--- src/rtl/rf_pkg.sv ---
// rf_pkg: default register-file sizing constants and PC index helper shared by register_file_pipe and rf_busy_scoreboard
package rf_pkg;
  localparam int DEF_DATA_W = 32;
  localparam int DEF_REG_CNT = 16;
  localparam int DEF_PC_INC = 4;
  function automatic int pc_idx(input int reg_cnt);
    return reg_cnt - 1;
  endfunction
endpackage

--- src/rtl/rf_busy_scoreboard.sv ---
// rf_busy_scoreboard: per-register busy bits; ports clk, rst_n (async low clear), set_i/set_sel_i (reserve, wins over clear), clr_i/clr_sel_i (clear), sel_a/b/d_i -> busy_a/b/d_o
module rf_busy_scoreboard
  import rf_pkg::*;
#(
  parameter int REG_CNT = DEF_REG_CNT,
  localparam int AW = $clog2(REG_CNT)
) (
  input  logic          clk,
  input  logic          rst_n,
  input  logic          set_i,
  input  logic [AW-1:0] set_sel_i,
  input  logic          clr_i,
  input  logic [AW-1:0] clr_sel_i,
  input  logic [AW-1:0] sel_a_i,
  input  logic [AW-1:0] sel_b_i,
  input  logic [AW-1:0] sel_d_i,
  output logic          busy_a_o,
  output logic          busy_b_o,
  output logic          busy_d_o
);
  logic [REG_CNT-1:0] busy_q, busy_d;
  always_comb begin
    busy_d = busy_q;
    if (clr_i) busy_d[clr_sel_i] = 1'b0;
    if (set_i) busy_d[set_sel_i] = 1'b1;
  end
  always_ff @(posedge clk or negedge rst_n)
    if (!rst_n) busy_q <= '0;
    else busy_q <= busy_d;
  assign busy_a_o = busy_q[sel_a_i];
  assign busy_b_o = busy_q[sel_b_i];
  assign busy_d_o = busy_q[sel_d_i];
endmodule

--- src/rtl/register_file_pipe.sv ---
// register_file_pipe: 3-read/1-write register file with PC at index REG_CNT-1 (PCLd/PCInc) and busy scoreboard; ports CLK, RST (async low), PW/C/RFLd write, PCin/PCLd/PCInc, SA/SB/SD -> PA/PB/PD, PCout, Rsv/RsvSel -> BusyA/B/D; macro RF_BYPASS_EN forwards PW to matching read ports
module register_file_pipe
  import rf_pkg::*;
#(
  parameter int DATA_W = DEF_DATA_W,
  parameter int REG_CNT = DEF_REG_CNT,
  parameter int PC_INC = DEF_PC_INC,
  localparam int AW = $clog2(REG_CNT)
) (
  input  logic              CLK,
  input  logic              RST,
  input  logic [DATA_W-1:0] PW,
  input  logic [AW-1:0]     C,
  input  logic              RFLd,
  input  logic [DATA_W-1:0] PCin,
  input  logic              PCLd,
  input  logic              PCInc,
  input  logic [AW-1:0]     SA,
  input  logic [AW-1:0]     SB,
  input  logic [AW-1:0]     SD,
  output logic [DATA_W-1:0] PA,
  output logic [DATA_W-1:0] PB,
  output logic [DATA_W-1:0] PD,
  output logic [DATA_W-1:0] PCout,
  input  logic              Rsv,
  input  logic [AW-1:0]     RsvSel,
  output logic              BusyA,
  output logic              BusyB,
  output logic              BusyD
);
  localparam int PC_IDX = pc_idx(REG_CNT);
  logic [DATA_W-1:0] regs_q [REG_CNT];
  logic [DATA_W-1:0] regs_d [REG_CNT];
  logic sb_a, sb_b, sb_d;
  always_comb begin
    regs_d = regs_q;
    regs_d[PC_IDX] = PCLd ? PCin : PCInc ? regs_q[PC_IDX] + DATA_W'(PC_INC) : regs_q[PC_IDX];
    if (RFLd) regs_d[C] = PW;
  end
  always_ff @(posedge CLK or negedge RST)
    if (!RST) regs_q <= '{default: '0};
    else regs_q <= regs_d;
  rf_busy_scoreboard #(.REG_CNT(REG_CNT)) u_sb (
    .clk(CLK), .rst_n(RST),
    .set_i(Rsv), .set_sel_i(RsvSel),
    .clr_i(RFLd), .clr_sel_i(C),
    .sel_a_i(SA), .sel_b_i(SB), .sel_d_i(SD),
    .busy_a_o(sb_a), .busy_b_o(sb_b), .busy_d_o(sb_d)
  );
`ifdef RF_BYPASS_EN
  logic hit_a, hit_b, hit_d;
  assign hit_a = RST && RFLd && C == SA;
  assign hit_b = RST && RFLd && C == SB;
  assign hit_d = RST && RFLd && C == SD;
  assign PA = hit_a ? PW : regs_q[SA];
  assign PB = hit_b ? PW : regs_q[SB];
  assign PD = hit_d ? PW : regs_q[SD];
  assign BusyA = sb_a && !hit_a;
  assign BusyB = sb_b && !hit_b;
  assign BusyD = sb_d && !hit_d;
`else
  assign PA = regs_q[SA];
  assign PB = regs_q[SB];
  assign PD = regs_q[SD];
  assign BusyA = sb_a;
  assign BusyB = sb_b;
  assign BusyD = sb_d;
`endif
  assign PCout = regs_q[PC_IDX];
endmodule

--- config.mk ---
export PLATFORM = sky130hd
export DESIGN_NAME = register_file_pipe
export DESIGN_NICKNAME = d
export VERILOG_FILES = /design/src/rtl/rf_pkg.sv /design/src/rtl/rf_busy_scoreboard.sv /design/src/rtl/register_file_pipe.sv
export SDC_FILE = /design/constraint.sdc
export NUM_CORES = 1
export LEC_CHECK = 0
export CORE_MARGIN = 3
export CORE_UTILIZATION = 25
export CTS_CLUSTER_DIAMETER = 120
export DETAILED_ROUTE_END_ITERATION = 8
export RECOVER_POWER = 50
export SLEW_MARGIN = 30
export SYNTH_ARGS = -nofsm -noshare
export SYNTH_HDL_FRONTEND = slang
export SYNTH_SLANG_ARGS = --single-unit
--- constraint.sdc ---
create_clock -name CLK -period 4 [get_ports CLK]
set_input_delay 0.6 -clock CLK [delete_from_list [all_inputs] [get_ports CLK]]
set_output_delay 0.6 -clock CLK [all_outputs]
set_load 0.01 [all_outputs]
==> impl_metrics.yaml, run 1 <==
outcome:
  status: "finished, violations left"
  violations: "capacitance limit, slew limit"
global_routing:
  grt_antenna_before_repair: 9
  grt-ovfl-total: 0
  track_usage_pct: 16.8
  grt_pass1_vias: 21800
  grt_max_degree: 85
  grt_pass1_wl_mm: 166
route:
  wl_per_cell_um: 28.7
  post-route-drc-count: 0
  viasPerCell: 5.34
  ant_nets: 0
  routed_wl_mm: 113
  drtIter0Drc: 1945
  vias: 21100
  dr.pass1.iters: 5
setup_path:
  rr_startpoint: "PCout[14]$_DFF_PN0_"
  path_cells: "buf_8, buf_12, buf_4, mux4_2, mux4_2, clkdlybuf4s50_1"
  crit_path_end: "PA[23]"
  critPathArrivalTime_ps: 2890
  path_class: "in -> out"
  slowest_delay_ps: 530
  crit_path_top_delay_cell: "mux4_2"
  crit_path_frequent_cell: "mux4_2"
  path_max_fanout: 25
  worstRegToRegCells: 5
  cp-startpoint: "SA[0]"
  startpoint_type: "primary input"
  reg2reg_to: "PCout[30]$_DFF_PN0_"
  worst_ep_required_time_ps: 3400
  end_kind: "output pin"
  reg2reg_slack_ps: 1290
cts:
  clock-sinks: 528
  cts_made_buffers: 67
  cts.path.max_buffers: 3
  ctsHoldBuffers: 0
  cts_tree: "yes"
  insertion_delay_ps: 620
  root_buffer: "clkbuf_16"
  post_cts_buffers: 0
  htreeDepth: 3
  cts_resized: 0
  clk_pin_slew_ps: 50
synthesis:
  synth_nets: 2102
  synthesis.area_mm2: 0.0324
  postSynthAreaPerCell_um2: 16.1
  seq_area_frac_synth_pct: 40.7
  netlist_instances: 2011
  synthDistinctLibCells: 46
  ys_ff_latch: 528
  ys_warn_count: 0
sta:
  skew_ps: 15.0
  fin_crit_ps: 3490
  slew_headroom_pct: -65.4
  rsz0062_at_grt: "no"
  fmaxAchievable_ghz: 0.286
  hold_violations: 0
  post-route-period-util_pct: 87.3
  worstMarginPinSlew_ps: 2480
  finalSetupTns_ps: 0
  setup_viol: 0
  drv_slew: 183
min_path:
  hp-class: "reg -> reg"
floorplan:
  rows: 131
  core_region_area_mm2: 0.128
  start_util_pct: 25.3
  die_area_mm2: 0.134
  fp.dieW_um: 366
  io_pins: 221
  dieHeight_um: 366
placed_design:
  dpl.hpwl_mm: 74.8
  portBuffers: 220
  place_congestion: 0.797
layout:
  final_cell_mix: "dfrtp_1 (528), mux4_2 (492), mux2_2 (325)"
  final_core_util_pct: 30.6
  drive_gt1_share_pct: 47.6
  finalNetCount: 2255
  final_common_cell: "dfrtp_1"
  syn2layout_area_growth_pct: 20.8
pwr:
  power-per-cell-area_mw_per_mm2: 501
  peakVddDrop_uv: 281
  leakagePower_uw: 0.0149
  fin_total_pwr_uw: 19600
job:
  cap_viol_max_count: 7
==> logic make-up after synthesis <==
kind of cell	after synthesis	share of synthesized area (%)
AOI/OAI and AO/OA	80	1.43
and+or+nand+nor	137	2.28
buffers and inverters	259	3.58
xor gates and xnor gates	27	0.729
DFF	528	40.7
adders and majority gates	1	0.0386
muxes	979	51.2
==> through the flow <==
step | worst slack, ps | cell area (um^2) | std cells | hold slack (ps)
floorplan | 1040 | 32400 | 2011 | 304
global placement | 469 | 37100 | 3824 | 497
detailed placement | 472 | 37100 | 3824 | 516
CTS | 472 | 39300 | 3941 | 21.7
global route | 402 | 39200 | 3942 | 546
finish | 508 | 39200 | 3946 | 528
==> cells in the mapped netlist (all sizes together) <==
| library cell | n | area [um^2] |
|---|---|---|
| nor2 | 27 | 101 |
| or3 | 7 | 43.8 |
| o21ai | 28 | 140 |
| and3 | 8 | 50.1 |
| inv | 12 | 45.0 |
| nand2b | 6 | 37.5 |
| xnor2 | 18 | 158 |
| and4 | 3 | 26.3 |
| nand3b | 3 | 22.5 |
| or2 | 1 | 6.26 |
| o22ai | 18 | 125 |
| mux4 | 495 | 11200 |
| mux2 | 480 | 5410 |
| nor3 | 17 | 90.1 |
| o31ai | 1 | 7.51 |
| nand4 | 8 | 56.3 |
| a21o | 1 | 7.51 |
| o32ai | 3 | 26.3 |
| and2 | 1 | 6.26 |
| a21oi | 26 | 130 |
| nor4 | 5 | 67.6 |
| nand2 | 31 | 116 |
| nand3 | 15 | 80.1 |
| dfrtp | 528 | 13200 |
| xor2 | 9 | 78.8 |
| a22o | 1 | 8.76 |
| a32o | 1 | 10.0 |
| o21a | 1 | 7.51 |
| buf | 103 | 574 |
| clkbuf | 144 | 541 |
| or4 | 2 | 15.0 |
| nor2b | 3 | 18.8 |
| mux2i | 4 | 40.0 |
| ha | 1 | 12.5 |
==> registers in the layout, indices dropped and copies added, names as in the netlist <==
name,cells
PCout,32
u_sb.busy_q,16
regs_q,480
==> worst min-delay path by stage <==
stage,start,end,slack [ps],cells after the start
finish,regs_q[454]$_DFFE_PN0P_,regs_q[454]$_DFFE_PN0P_,530,1
global route,regs_q[307]$_DFFE_PN0P_,regs_q[307]$_DFFE_PN0P_,550,1
CTS,RST,regs_q[507]$_DFFE_PN0P_,20,1
detailed placement,regs_q[296]$_DFFE_PN0P_,regs_q[296]$_DFFE_PN0P_,520,1
global placement,u_sb.busy_q[14]$_DFF_PN0_,u_sb.busy_q[14]$_DFF_PN0_,500,2
floorplan,RST,PCout[0]$_DFF_PN0_,300,0
==> layer usage <==
metal  GRT usage (%)  vias up  wire, um
met1            22.5    11600     47200
met4            4.89        6      3270
met5               0        -        38
met3            4.26      182      8920
met2            26.9      902     53800
li1                -     8429         -
==> cell type report <==
cell class	instances	area (um^2)
clock inverters	24	253
repair buffers	331	3400
fillers	12800	89000
inverters	12	45.0
clock buffers	93	1970
flip-flops and latches	528	13200
well taps	1729	2160
diodes	5	12.5
multi-input cells	1224	18100
==> power by group <==
part | internal, uW | switching (uW)
clock network | 3750 | 2440
logic | 3620 | 2030
registers | 6550 | 1240
==> critical path: cells and delay by family <==
family / cells / cell delay (ps)
muxes: 2 / 1050
buffers and inverters: 4 / 1180
No activity file was read; power rests on OpenSTA's default activity.
==> inputs of run 2 (changes only) <==
--- a/constraint.sdc
+++ b/constraint.sdc
@@ -3,2 +3,2 @@
 set_output_delay 0.6 -clock CLK [all_outputs]
-set_load 0.01 [all_outputs]
+set_load 0.005 [all_outputs]
==> impl_metrics.yaml, run 2 (synthesized netlist as in run 1, its figures left out) <==
placed_design:
  place_inst: 3821
  portBuffers: 220
  dpl.hpwl_mm: 73.0
  place_congestion: 0.785
  post-place-ws_ps: 529
route:
  vias: 21200
  wl_per_cell_um: 28.6
  routed_wl_mm: 113
  dr.pass1.iters: 5
  viasPerCell: 5.38
  ant_nets: 0
  drtIter0Drc: 2041
  post-route-drc-count: 0
layout:
  final_cells: 3949
  drive_gt1_share_pct: 47.7
  regMostFlops: "regs_q"
  final_common_cell: "dfrtp_1"
  largest_reg_flops: 480
  syn2layout_area_growth_pct: 21.2
  finalNetCount: 2255
  final_cell_mix: "dfrtp_1 (528), mux4_2 (492), mux2_2 (325)"
global_routing:
  grt_max_degree: 109
  grt_antenna_before_repair: 8
  track_usage_pct: 16.7
  grt_pass1_vias: 21700
  grt-ovfl-total: 0
  grt_pass1_wl_mm: 164
floorplan:
  start_util_pct: 25.3
  rows: 131
  dieHeight_um: 366
  core_region_area_mm2: 0.128
  die_area_mm2: 0.134
  fp.dieW_um: 366
  io_pins: 221
sta:
  fin_crit_ps: 3420
  post-route-period-util_pct: 85.5
  hold_violations: 0
  finalSetupTns_ps: 0
  whs_ps: 527
  rsz0062_at_grt: "no"
  skew_ps: 24.1
  worstMarginPinSlew_ps: 2250
  setup_viol: 0
  fmaxAchievable_ghz: 0.292
  drv_slew: 122
  timing.final.ws_setup_ps: 580
  slew_headroom_pct: -49.8
cts:
  htreeDepth: 3
  cts_made_buffers: 69
  cts.path.max_buffers: 3
  clock-sinks: 528
  post_cts_buffers: 0
  root_buffer: "clkbuf_16"
  insertion_delay_ps: 630
  clk_pin_slew_ps: 50
  cts_tree: "yes"
setup_path:
  startpoint_type: "primary input"
  worstRegToRegCells: 5
  rr_startpoint: "PCout[9]$_DFF_PN0_"
  end_kind: "output pin"
  path_class: "in -> out"
  path_max_fanout: 30
  reg2reg_slack_ps: 1300
  critPathArrivalTime_ps: 2820
  reg2reg_to: "PCout[29]$_DFF_PN0_"
  worst_ep_required_time_ps: 3400
outcome:
  status: "finished, violations left"
  violations: "capacitance limit, slew limit"
pwr:
  fin_total_pwr_uw: 19700
  power-per-cell-area_mw_per_mm2: 502
  leakagePower_uw: 0.0150
  peakVddDrop_uv: 249
min_path:
  min_from: "regs_q[291]$_DFFE_PN0P_"
  hp-class: "reg -> reg"
  hold_depth: 1
  holdPathEnd: "regs_q[291]$_DFFE_PN0P_"
job:
  cap_viol_max_count: 5
==> run 2: cell count changes in the layout (fill, tap and decap cells not counted), moves of 2 or more <==
cell,change
clkbuf_2,+2
inv_6,+2
clkinv_2,-5
buf_4,-4
clkbuf_8,+4
diode_2,-2
==> run 2: worst max-delay path: stages <==
cell and delay, ps:
buf_8 270, buf_12 310, mux4_2 540, mux4_2 550, clkdlybuf4s50_1 490
==> run 2: final cells by class <==
| type | count | area, um^2 |
|---|---|---|
| Timing Repair Buffer | 329 | 3400 |
| Tap cell | 1729 | 2160 |
| Inverter | 12 | 45.0 |
| Fill cell | 12700 | 88900 |
| Sequential cell | 528 | 13200 |
| Multi-Input combinational cell | 1224 | 18100 |
| Clock inverter | 24 | 278 |
| Clock buffer | 100 | 2060 |
| Antenna cell | 3 | 7.51 |
==> run 2: per-stage QoR <==
stage	util [%]	cell area (um^2)
after floorplan	-	32400
after CTS	30.7	39400
final	30.7	39300
after global routing	30.7	39300
after global placement	28.9	37000
after detailed placement	28.9	37000
==> run 2: layer usage <==
layer | global-route usage (%) | vias to the layer above | part of all wire [%]
met1 | 23.1 | 11700 | 43
met3 | 4.38 | 182 | 8.2
met4 | 4.98 | 4 | 2.9
li1 | - | 8441 | -
met2 | 25.8 | 917 | 46
met5 | 0 | - | 0.024
==> run 2: where the power goes <==
part	leakage [uW]	switching [uW]	internal, uW
sequential	0.00645	1210	6550
combinational	0.00735	1900	3610
clock	0.00116	2540	3900
total	0.0150	5650	14100
==> run 2: timing repair <==
| item | CTS | global route |
|---|---|---|
| hold buffers | 1 | 0 |
| hold endpoints to repair | 26 | 0 |
| gates resized for setup | 0 | 0 |
==> run 2: worst max path at each step <==
stage	startpoint	end	slack [ps]	cells after the start
final	SB[0]	PB[22]	580	5
after global routing	RST	regs_q[117]$_DFFE_PN0P_	370	4
after floorplan	SD[0]	PD[10]	1070	4
after global placement	SA[0]	PA[21]	540	5
after detailed placement	SA[0]	PA[21]	530	5
after CTS	SA[0]	PA[21]	520	5
